[config.mk]
export PLATFORM = sky130hd
export DESIGN_NAME = neuron_mac
export DESIGN_NICKNAME = d
export VERILOG_FILES = /design/src/rtl/neuron_mac.sv
export SDC_FILE = /design/constraint.sdc
export NUM_CORES = 1
export LEC_CHECK = 0
export ABC_AREA = 1
export CORE_MARGIN = 2
export CORE_UTILIZATION = 45
export DETAILED_ROUTE_END_ITERATION = 16
export GPL_TIMING_DRIVEN = 1
export HOLD_SLACK_MARGIN = 0.1
export PLACE_DENSITY = 0.75
export SLEW_MARGIN = 20
export SYNTH_ARGS = -nofsm -noshare
export SYNTH_HDL_FRONTEND = slang
export SYNTH_SLANG_ARGS = --single-unit
[constraint.sdc]
create_clock -name clk -period 7.39 [get_ports clk]
set_clock_uncertainty 0.2 [all_clocks]
set_input_delay 1.478 -clock clk [delete_from_list [all_inputs] [get_ports clk]]
set_output_delay 1.478 -clock clk [all_outputs]
set_load 0.05 [all_outputs]
[src/rtl/neuron_mac.sv]
// Fixed-point neuron: streams numWeight inputs against stored weights, saturating MAC, bias, activation.
// Define NEURON_RELU_EN for a ReLU output stage; otherwise the output is linear.
module neuron_mac #(
  parameter int layerNo        = 0,
  parameter int neuronNo       = 0,
  parameter int numWeight      = 10,
  parameter int dataWidth      = 16,
  parameter int weightIntWidth = 1
) (
  input  logic                 clk,
  input  logic                 rst,
  input  logic [dataWidth-1:0] myInput,
  input  logic                 myInputValid,
  input  logic                 weightValid,
  input  logic                 biasValid,
  input  logic [31:0]          weightValue,
  input  logic [31:0]          biasValue,
  input  logic [31:0]          config_layer_num,
  input  logic [31:0]          config_neuron_num,
  output logic [dataWidth-1:0] out,
  output logic                 outvalid
);

  localparam int AW = (numWeight > 1) ? $clog2(numWeight) : 1;
  localparam int PW = 2 * dataWidth;
  localparam logic [AW-1:0] LAST = AW'(numWeight - 1);

  logic signed [dataWidth-1:0] ram [numWeight];
  logic [AW-1:0]               w_addr, r_addr;
  logic                        match;

  logic signed [dataWidth-1:0] in_r, w_rd;
  logic signed [PW-1:0]        mul, acc, bias, s;
  logic                        v0, v1, v2, v3;
  logic                        first0, last0, first1, last1;

  logic [weightIntWidth:0]     top_bits;
  logic [dataWidth-1:0]        scaled, activated;

  assign match = (config_layer_num == 32'(layerNo)) && (config_neuron_num == 32'(neuronNo));

  function automatic logic signed [PW-1:0] sat_add(input logic signed [PW-1:0] a,
                                                   input logic signed [PW-1:0] b);
    logic signed [PW:0] sum;
    sum = {a[PW-1], a} + {b[PW-1], b};
    if (sum[PW] != sum[PW-1])
      sat_add = sum[PW] ? {1'b1, {(PW-1){1'b0}}} : {1'b0, {(PW-1){1'b1}}};
    else
      sat_add = sum[PW-1:0];
  endfunction

  // Weight RAM is never cleared; the pipeline read below sees the pre-write word on a collision.
  always_ff @(posedge clk) begin
    if (weightValid && match)
      ram[w_addr] <= weightValue[dataWidth-1:0];
  end

  always_ff @(posedge clk) begin
    if (rst) begin
      w_addr   <= '0;
      r_addr   <= '0;
      bias     <= '0;
      acc      <= '0;
      v0       <= 1'b0;
      v1       <= 1'b0;
      v2       <= 1'b0;
      v3       <= 1'b0;
      out      <= '0;
      outvalid <= 1'b0;
    end else begin
      if (weightValid && match)
        w_addr <= (w_addr == LAST) ? '0 : w_addr + 1'b1;
      if (biasValid && match)
        bias <= PW'($signed(biasValue));

      v0 <= myInputValid;
      if (myInputValid) begin
        in_r   <= myInput;
        w_rd   <= ram[r_addr];
        first0 <= (r_addr == '0);
        last0  <= (r_addr == LAST);
        r_addr <= (r_addr == LAST) ? '0 : r_addr + 1'b1;
      end

      v1     <= v0;
      first1 <= first0;
      last1  <= last0;
      if (v0)
        mul <= PW'(in_r) * PW'(w_rd);

      // The first element overwrites acc, so consecutive vectors need no clear cycle.
      v2 <= v1 && last1;
      if (v1)
        acc <= first1 ? mul : sat_add(acc, mul);

      v3 <= v2;
      if (v2)
        s <= sat_add(acc, bias);

      outvalid <= v3;
      if (v3)
        out <= activated;
    end
  end

  // Dropped integer bits must all copy the sign of the kept window, else clamp.
  always_comb begin
    top_bits = s[PW-1 -: weightIntWidth+1];
    scaled   = s[PW-1-weightIntWidth -: dataWidth];
    if (!((top_bits == '0) || (top_bits == '1)))
      scaled = s[PW-1] ? {1'b1, {(dataWidth-1){1'b0}}} : {1'b0, {(dataWidth-1){1'b1}}};
`ifdef NEURON_RELU_EN
    activated = scaled[dataWidth-1] ? '0 : scaled;
`else
    activated = scaled;
`endif
  end

endmodule
==> flow_summary.ini, run 1 <==
[outcome]
run_status = complete, no violations

[worst_setup_path]
required_ps = 7530
critPathMaxFanout = 16
rrSetupSlack_ps = 540
crit_arrival_ps = 6980
worstSetupPathType = reg2reg
end_kind = register
critPathLaunchType = register

[cells_and_area]
layout-drive-gt1-share_pct = 4.96
finalNetCount = 3795
final_cells = 4041
fin_area_sq_mm = 0.0305
syn_to_final_growth_pct = 13.1
fillCellCount = 5379

[clock_tree]
path_clk_slew_ps = 60
root_buffer = clkbuf_16
clock_sinks = 338
cts_buffer_depth = 3
clk_latency_ps = 590
hold_buffers = 0
cts_tree = built
numCtsBuffers = 38
cts.repair.resized = 0
cts_max_level = 2
cts_setup_buffers = 0

[synthesis]
synth.distinct_cells = 47
ys_seq_area_share_pct = 34.2
async_flop_share_pct = 0
synth_ff_type = edfxtp_1
synth_edf_count = 245
synth-seq-cells = 338
synth.avg_cell_area_sq_um = 8.61
yosysTopAreaCellShare_pct = 27.3
yosys_warnings = 0
synth_cells = 3134
synth.net_count = 3693
synth.cell_area_sq_mm = 0.0270
synth_top_area_cell = edfxtp_1
synthTopCellsByArea = edfxtp_1, fa_1, nand2_1, inv_1, dfxtp_1

[die]
design.core.area_sq_mm = 0.0591
rows = 89
die_width_microns = 249
die_h_microns = 249
ios = 166
die-area_sq_mm = 0.0619
initial_core_util_pct = 45.6

[min_path]
holdCritPathClass = reg2reg

[global_routing]
grt_pass1_vias = 21000
antenna_found_initial = 2
grt_max_degree = 65
grt.overflow.total = 0
grt_pass1_wl_microns = 109000
grt_usage_pct = 21.9

[sta]
setup_slack_ps = 545
max-slew-margin-rel_pct = 28.6
hold_ws_ps = 221
drv_slew = 0
worst_slew_pin_slew_ps = 1070
fin_crit_ps = 6850
setup_viol = 0
fmax_mhz = 146
finalCritPeriodShare_pct = 92.6
tns_ps = 0
rsz0062_at_grt = false
timing.final.hold_violations = 0

[placed_design]
globalplace.congestion = 0.925
dpl.cell_count = 3969
hpwl_microns = 50000
port_buffers = 149
pre_cts_slack_ps = 681
dpl-instance-area_sq_mm = 0.0292

[drt]
first_iter_violations = 1591
wl_microns = 67400
via_count = 20700
drtAntennaViolNets = 0
drc_errors = 0
post_drt_via_cell_ratio = 5.13
first_pass_iters = 5
avgRoutedWirePerCell_microns = 16.7

[power]
power_leakage_nw = 14.6
powerDensity_mw_per_mm2 = 507
ir_drop_mv = 0.969

[run]
max_cap_violations = 0
cell usage after synthesis, types with 24 or more instances:
cell type and instances:
nand2_1 738, inv_1 617, fa_1 263, edfxtp_1 245, nor2_1 226, ha_1 147
a21oi_1 144, nand3_1 126, clkbuf_1 111, dfxtp_1 93, o21ai_0 91, xor2_1 49
a22oi_1 32, nand2_2 24
where the power goes:
| group | switching, mW | internal (mW) |
|---|---|---|
| Clock | 0.828 | 1.08 |
| Combinational | 6.85 | 3.88 |
| Sequential | 0.154 | 2.65 |
| Total | 7.83 | 7.61 |
placed cells by master (no fill, tap or decap), types with 10 or more instances in the layout:
| cell type | instances |
|---|---|
| nand2_1 | 737 |
| inv_1 | 617 |
| fa_1 | 263 |
| edfxtp_1 | 245 |
| nor2_1 | 222 |
| clkdlybuf4s50_1 | 148 |
| ha_1 | 147 |
| a21oi_1 | 144 |
| nand3_1 | 125 |
| dfxtp_1 | 93 |
| o21ai_0 | 91 |
| xor2_1 | 49 |
| clkbuf_16 | 38 |
| buf_4 | 33 |
| a22oi_1 | 32 |
| nand2_2 | 25 |
| nor4_1 | 23 |
| xnor2_1 | 22 |
| o211ai_1 | 17 |
| o221ai_1 | 16 |
| o21bai_1 | 15 |
| nor3_1 | 14 |
| a21o_1 | 12 |
| nand4_1 | 12 |
| a31oi_1 | 10 |
| clkinv_1 | 10 |
| nand2_4 | 10 |
| a21oi_2 | 10 |
critical path, stage by stage, from the launching register on:
cell and delay, ps:
edfxtp_1 800, nand2_1 200, inv_1 170, fa_1 580, fa_1 900, inv_1 160
fa_1 500, inv_1 50, fa_1 550, fa_1 430, fa_1 440, ha_1 400
nand2_1 120, nor2_1 110, inv_1 50, nor3_1 180, nand2_1 70, o211ai_1 250
nand3_1 110, nand2_1 110, nand2_1 60, nand2_1 70, xor2_1 60
cells by family after synthesis:
logic type               synth area share [%]
AND/OR/NAND/NOR                          18.3
buffers and inverters                    10.5
adder cells (fa/ha/maj)                  26.3
XOR/XNOR                                 2.31
AO/OA/AOI/OAI                            8.36
flip-flops                               34.2
registers in the layout, summed over array words and instances, names as in the netlist, 4 cells and up:
register  count
acc          32
bias         32
in_r         16
mul          32
out          16
r_addr        4
ram         160
s            17
w_addr        4
w_rd         16
routing by layer:
layer	track usage, %	vias to the layer above	part of all wire [%]
met5	0	-	0.016
met4	7.46	2	3.0
met3	3.71	134	6.6
met2	37.2	606	48
met1	28.5	9931	43
li1	-	10100	-
final timing paths:
check / depth (start not counted) / start / to
worst min register to register: 0 / last0 / last1
worst max register to register: 22 / in_r[15] / mul[29]
worst max-delay path: 22 / in_r[15] / mul[29]
worst min-delay path: 0 / last0 / last1
stage by stage:
stage / total power, mW / utilization (%)
after detailed placement: 13.3 / 49.4
after global routing: 17.0 / 51.6
after global placement: 13.2 / 49.4
final: 15.4 / 51.6
after CTS: 15.3 / 51.5
after floorplan: 10.3 / -
final cells by class:
class	instances	area, sq um	share of cell area (%)
clock inverters	24	274	0.899
inverters	627	2350	7.72
multi-input cells	2049	14900	49.0
flip-flops and latches	338	9220	30.2
diodes	3	7.51	0.0246
clock buffers	45	987	3.24
repair buffers	182	1730	5.69
well taps	773	967	3.17
Note: power is estimated with default switching activity, not from simulation.
==> run 2, diff against run 1 <==
--- a/config.mk
+++ b/config.mk
@@ -12,6 +12,7 @@
 export GPL_TIMING_DRIVEN = 1
 export HOLD_SLACK_MARGIN = 0.1
 export PLACE_DENSITY = 0.75
+export REMOVE_ABC_BUFFERS = 1
 export SLEW_MARGIN = 20
 export SYNTH_ARGS = -nofsm -noshare
 export SYNTH_HDL_FRONTEND = slang
==> flow_summary.ini, run 2 (synthesized netlist as in run 1, its figures left out) <==
[drt]
via_count = 20600
drtAntennaViolNets = 0
avgRoutedWirePerCell_microns = 15.5
post_drt_via_cell_ratio = 5.10
wl_microns = 62700
first_pass_iters = 6
first_iter_violations = 1462
drc_errors = 0

[clock_tree]
cts_buffer_depth = 3
path_clk_slew_ps = 60
clock_sinks = 338
cts_tree = built
cts_setup_buffers = 0
root_buffer = clkbuf_16
clk_latency_ps = 560
hold_buffers = 0
cts.repair.resized = 0
numCtsBuffers = 40
cts_max_level = 2

[global_routing]
grt_max_degree = 65
antenna_found_initial = 0
grt_pass1_vias = 20800
grt.overflow.total = 0
grt_pass1_wl_microns = 104000
grt_usage_pct = 20.6

[placed_design]
dpl-instance-area_sq_mm = 0.0292
hpwl_microns = 47600
port_buffers = 149
globalplace.congestion = 0.961
pre_cts_slack_ps = 671

[worst_setup_path]
required_ps = 7490
slowest_delay_ps = 860
crit_arrival_ps = 6810
critPathMaxFanout = 16
end_kind = register
cp_top_family = adder cells
worstSetupPathType = reg2reg
cpMaxStageDelayCell = fa_1
rrSetupSlack_ps = 680
path_cells = nand2_1, inv_1, fa_1, fa_1, inv_1, fa_1, inv_1, fa_1, fa_1, fa_1, ha_1, nand2_1, nor2_1, inv_1, nor3_1, nand2_1, o211ai_1, nand3_1, nand2_1, nand2_1, nand2_1, xor2_1
critPathLaunchType = register
critical_path_buf_inv_count = 4

[die]
die-area_sq_mm = 0.0619
die_h_microns = 249
rows = 89
die_width_microns = 249
initial_core_util_pct = 45.6
ios = 166
design.core.area_sq_mm = 0.0591

[sta]
fmax_mhz = 149
fin_crit_ps = 6710
finalCritPeriodShare_pct = 90.7
drv_slew = 0
setup_slack_ps = 685
timing.final.hold_violations = 0
worst_slew_pin_slew_ps = 1030
tns_ps = 0
rsz0062_at_grt = false
setup_viol = 0
max-slew-margin-rel_pct = 30.8

[cells_and_area]
most-common-layout-cells = nand2_1, inv_1, fa_1
seq_area_sq_mm = 0.00922
finalNetCount = 3792
syn_to_final_growth_pct = 13.3
layout_commonest_cell = nand2_1
largest_register = ram
diodes = 0
fillCellCount = 5323
fin_area_sq_mm = 0.0305
largest_register_ff_count = 160
layout-drive-gt1-share_pct = 5.08
multi_input_area_sq_mm = 0.0150

[power]
power_leakage_nw = 14.6
ir_drop_mv = 0.637
powerDensity_mw_per_mm2 = 486
power_mw = 14.8

[run]
max_cap_violations = 0

[outcome]
run_status = complete, no violations

[min_path]
holdCritPathClass = reg2reg
-- run 2: changes by cell type in the layout (fill, tap and decap cells not counted), sizes merged --
cell,before,now
buf,34,29
diode,3,0
clkinvlp,3,4
bufinv,3,5
clkbuf,45,51
clkinv,19,15
-- run 2: worst register-to-register path: stages (launching register included) --
cell and delay [ps]:
edfxtp_1 630, nand2_1 220, inv_1 100, fa_1 650
fa_1 860, inv_1 160, fa_1 510, inv_1 60
fa_1 550, fa_1 440, fa_1 440, ha_1 380
nand2_1 120, nor2_1 110, inv_1 50, nor3_1 180
nand2_1 70, o211ai_1 290, nand3_1 110, nand2_1 120
nand2_1 60, nand2_1 70, xor2_1 70
-- run 2: path summary, 6_finish.rpt --
kind | cells after the start | startpoint | to
max reg2reg | 22 | in_r[15] | mul[29]
min | 0 | first0 | first1
max | 22 | in_r[15] | mul[29]
min reg2reg | 0 | first0 | first1
-- run 2: routing by layer --
metal | vias to the layer above | GRT usage [%] | share of wire [%]
li1 | 10000 | - | -
met1 | 9819 | 25.9 | 41
met2 | 626 | 36.7 | 50
met3 | 124 | 2.96 | 6.2
met4 | 0 | 6.37 | 2.7
met5 | - | 0 | 0
-- run 2: layout make-up --
| cell class | count | area share (%) |
|---|---|---|
| clock buffers | 51 | 3.58 |
| clock inverters | 23 | 0.868 |
| inverters | 627 | 7.70 |
| multi-input cells | 2049 | 48.9 |
| flip-flops and latches | 338 | 30.2 |
| well taps | 773 | 3.17 |
| repair buffers | 177 | 5.55 |
-- run 2: power by group --
part           total (mW)  leakage [nW]  switching, mW  internal, mW
sequential           2.79          2.98          0.145          2.65
clock                2.03         0.657          0.796          1.23
combinational        10.0          10.9           6.19          3.83
-- run 2: per-stage QoR --
stage               instances  hold slack (ps)  utilization [%]
floorplan                3014              200                -
global placement         3964              215             49.4
detailed placement       3964              208             49.4
CTS                      4038              221             51.7
global route             4038              224             51.7
finish                   4038              219             51.7
==> RTL edit: new RTL, settings of run 1 <==
`dataWidth`: 16 -> 12.
--- a/src/rtl/neuron_mac.sv
+++ b/src/rtl/neuron_mac.sv
@@ -4,7 +4,7 @@
   parameter int layerNo        = 0,
   parameter int neuronNo       = 0,
   parameter int numWeight      = 10,
-  parameter int dataWidth      = 16,
+  parameter int dataWidth      = 12,
   parameter int weightIntWidth = 1
 ) (
   input  logic                 clk,
Interface: changed (resized myInput and out); port bits go from 166 to 158. No check against the original RTL was run, so the function may have changed too.
==> RTL edit against run 1 <==
Non-clock buffer count fell by 37. Combinational power fell by 65%. Routed wire length fell by 35%. Setup slack improved by 1.2 ns. Sequential share of layout area rose by 3.2 points. Final cell count fell by 32%. Global-route usage fell by 0.54 points. Cell area fell by 31%. Critical path depth fell by 9. Sequential cell count fell by 80. Clock power fell by 29%. Power fell by 54%. Area after synthesis fell by 32%. Largest power group unchanged. Highest routed layer unchanged.
==> RTL edit: results (changes against run 1) <==
- Met3 Use GR: 0.02645 (-0.01065)
- Largest cells by area after synthesis: edfxtp_1 30%, fa_1 15%, nand2_1 11%, dfxtp_1 8.0%, inv_1 7.6%
- Setup Slack @ Placement: 1.720 ns (+1.039 ns)
- GR Util All Layers: 0.2140 (-0.005397)
- Worst-skew pair later-pin latency: 0.57 ns (-0.02 ns)
- 1st-pass router iterations: 6 (+1)
- IR drop worst, VDD: 0.3238 mV (-67%)
- Leakage: 0.009726 uW (-33%)
- Share of cells above drive strength 1: 0.04955 (-0.00006358)
- PortBufs: 129 (-13%)
- Post-DP Area: 20070 um^2 (-31%)
- CTS Buf Count: 28 (-26%)
- Worst-margin pin slew: 1.061 ns (-0.007586 ns)
- Final HPWL DP: 32640 um (-35%)
- Synth cell count leaders: 521 x nand2_1, 371 x inv_1, 185 x edfxtp_1
- Routed wl met2: 21430 um (-34%)
- Multi-input logic area: 9604 um^2 (-36%)
- Post-route met1 wirelength: 18700 um (-35%)
- Fill count: 3652 (-32%)
- Distinct cells, synth: 45 (-4.3%)
- Outcome: completed
- Int Power: 4043 uW (-47%)
- Syn Inst Count: 2113 (-33%)
- Initial antenna violation count: 1 (-1)
- Synthesized net count: 2497 (-32%)
- First-iteration detailed-routing DRC count: 987 (-38%)
- Met2 Usage GRT: 0.3770 (+0.004995)
- Routed wire length: 43940 um (-35%)
- EDFF count, synth: 185 (-24%)
- First-pass GRT wire length: 72200 um (-33%)
- CP peak stage delay: 0.73 ns (-0.17 ns)
RTL edit: cell count changes after synthesis, sizes merged, moves of 55 or more:
cell,run 1,this run
clkbuf,111,56
edfxtp,245,185
fa,263,139
inv,624,372
nand2,772,530
RTL edit: layout make-up:
type,count,area share
Clock buffer,33,0.03431
Clock inverter,19,0.007995
Inverter,373,0.06676
Multi-Input combinational cell,1412,0.4580
Sequential cell,258,0.3346
Tap cell,525,0.03132
Timing Repair Buffer,145,0.06706
RTL edit: path summary, 6_finish.rpt:
check,start,endpoint,slack (ns),cells past startpoint
worst max register to register,w_rd[3],mul[23],1.72,13
worst max-delay path,w_rd[3],mul[23],1.72,13
worst min-delay path,first0,first1,0.22,0
worst min register to register,first0,first1,0.22,0
RTL edit: cells by family after synthesis:
family          Yosys count  share of synthesized area
simple gates            858                     0.1903
buf+inv                 443                    0.09329
compound gates          264                    0.08837
flops                   258                     0.3833
fa+ha+maj               239                     0.2204
xor+xnor                 51                    0.02440
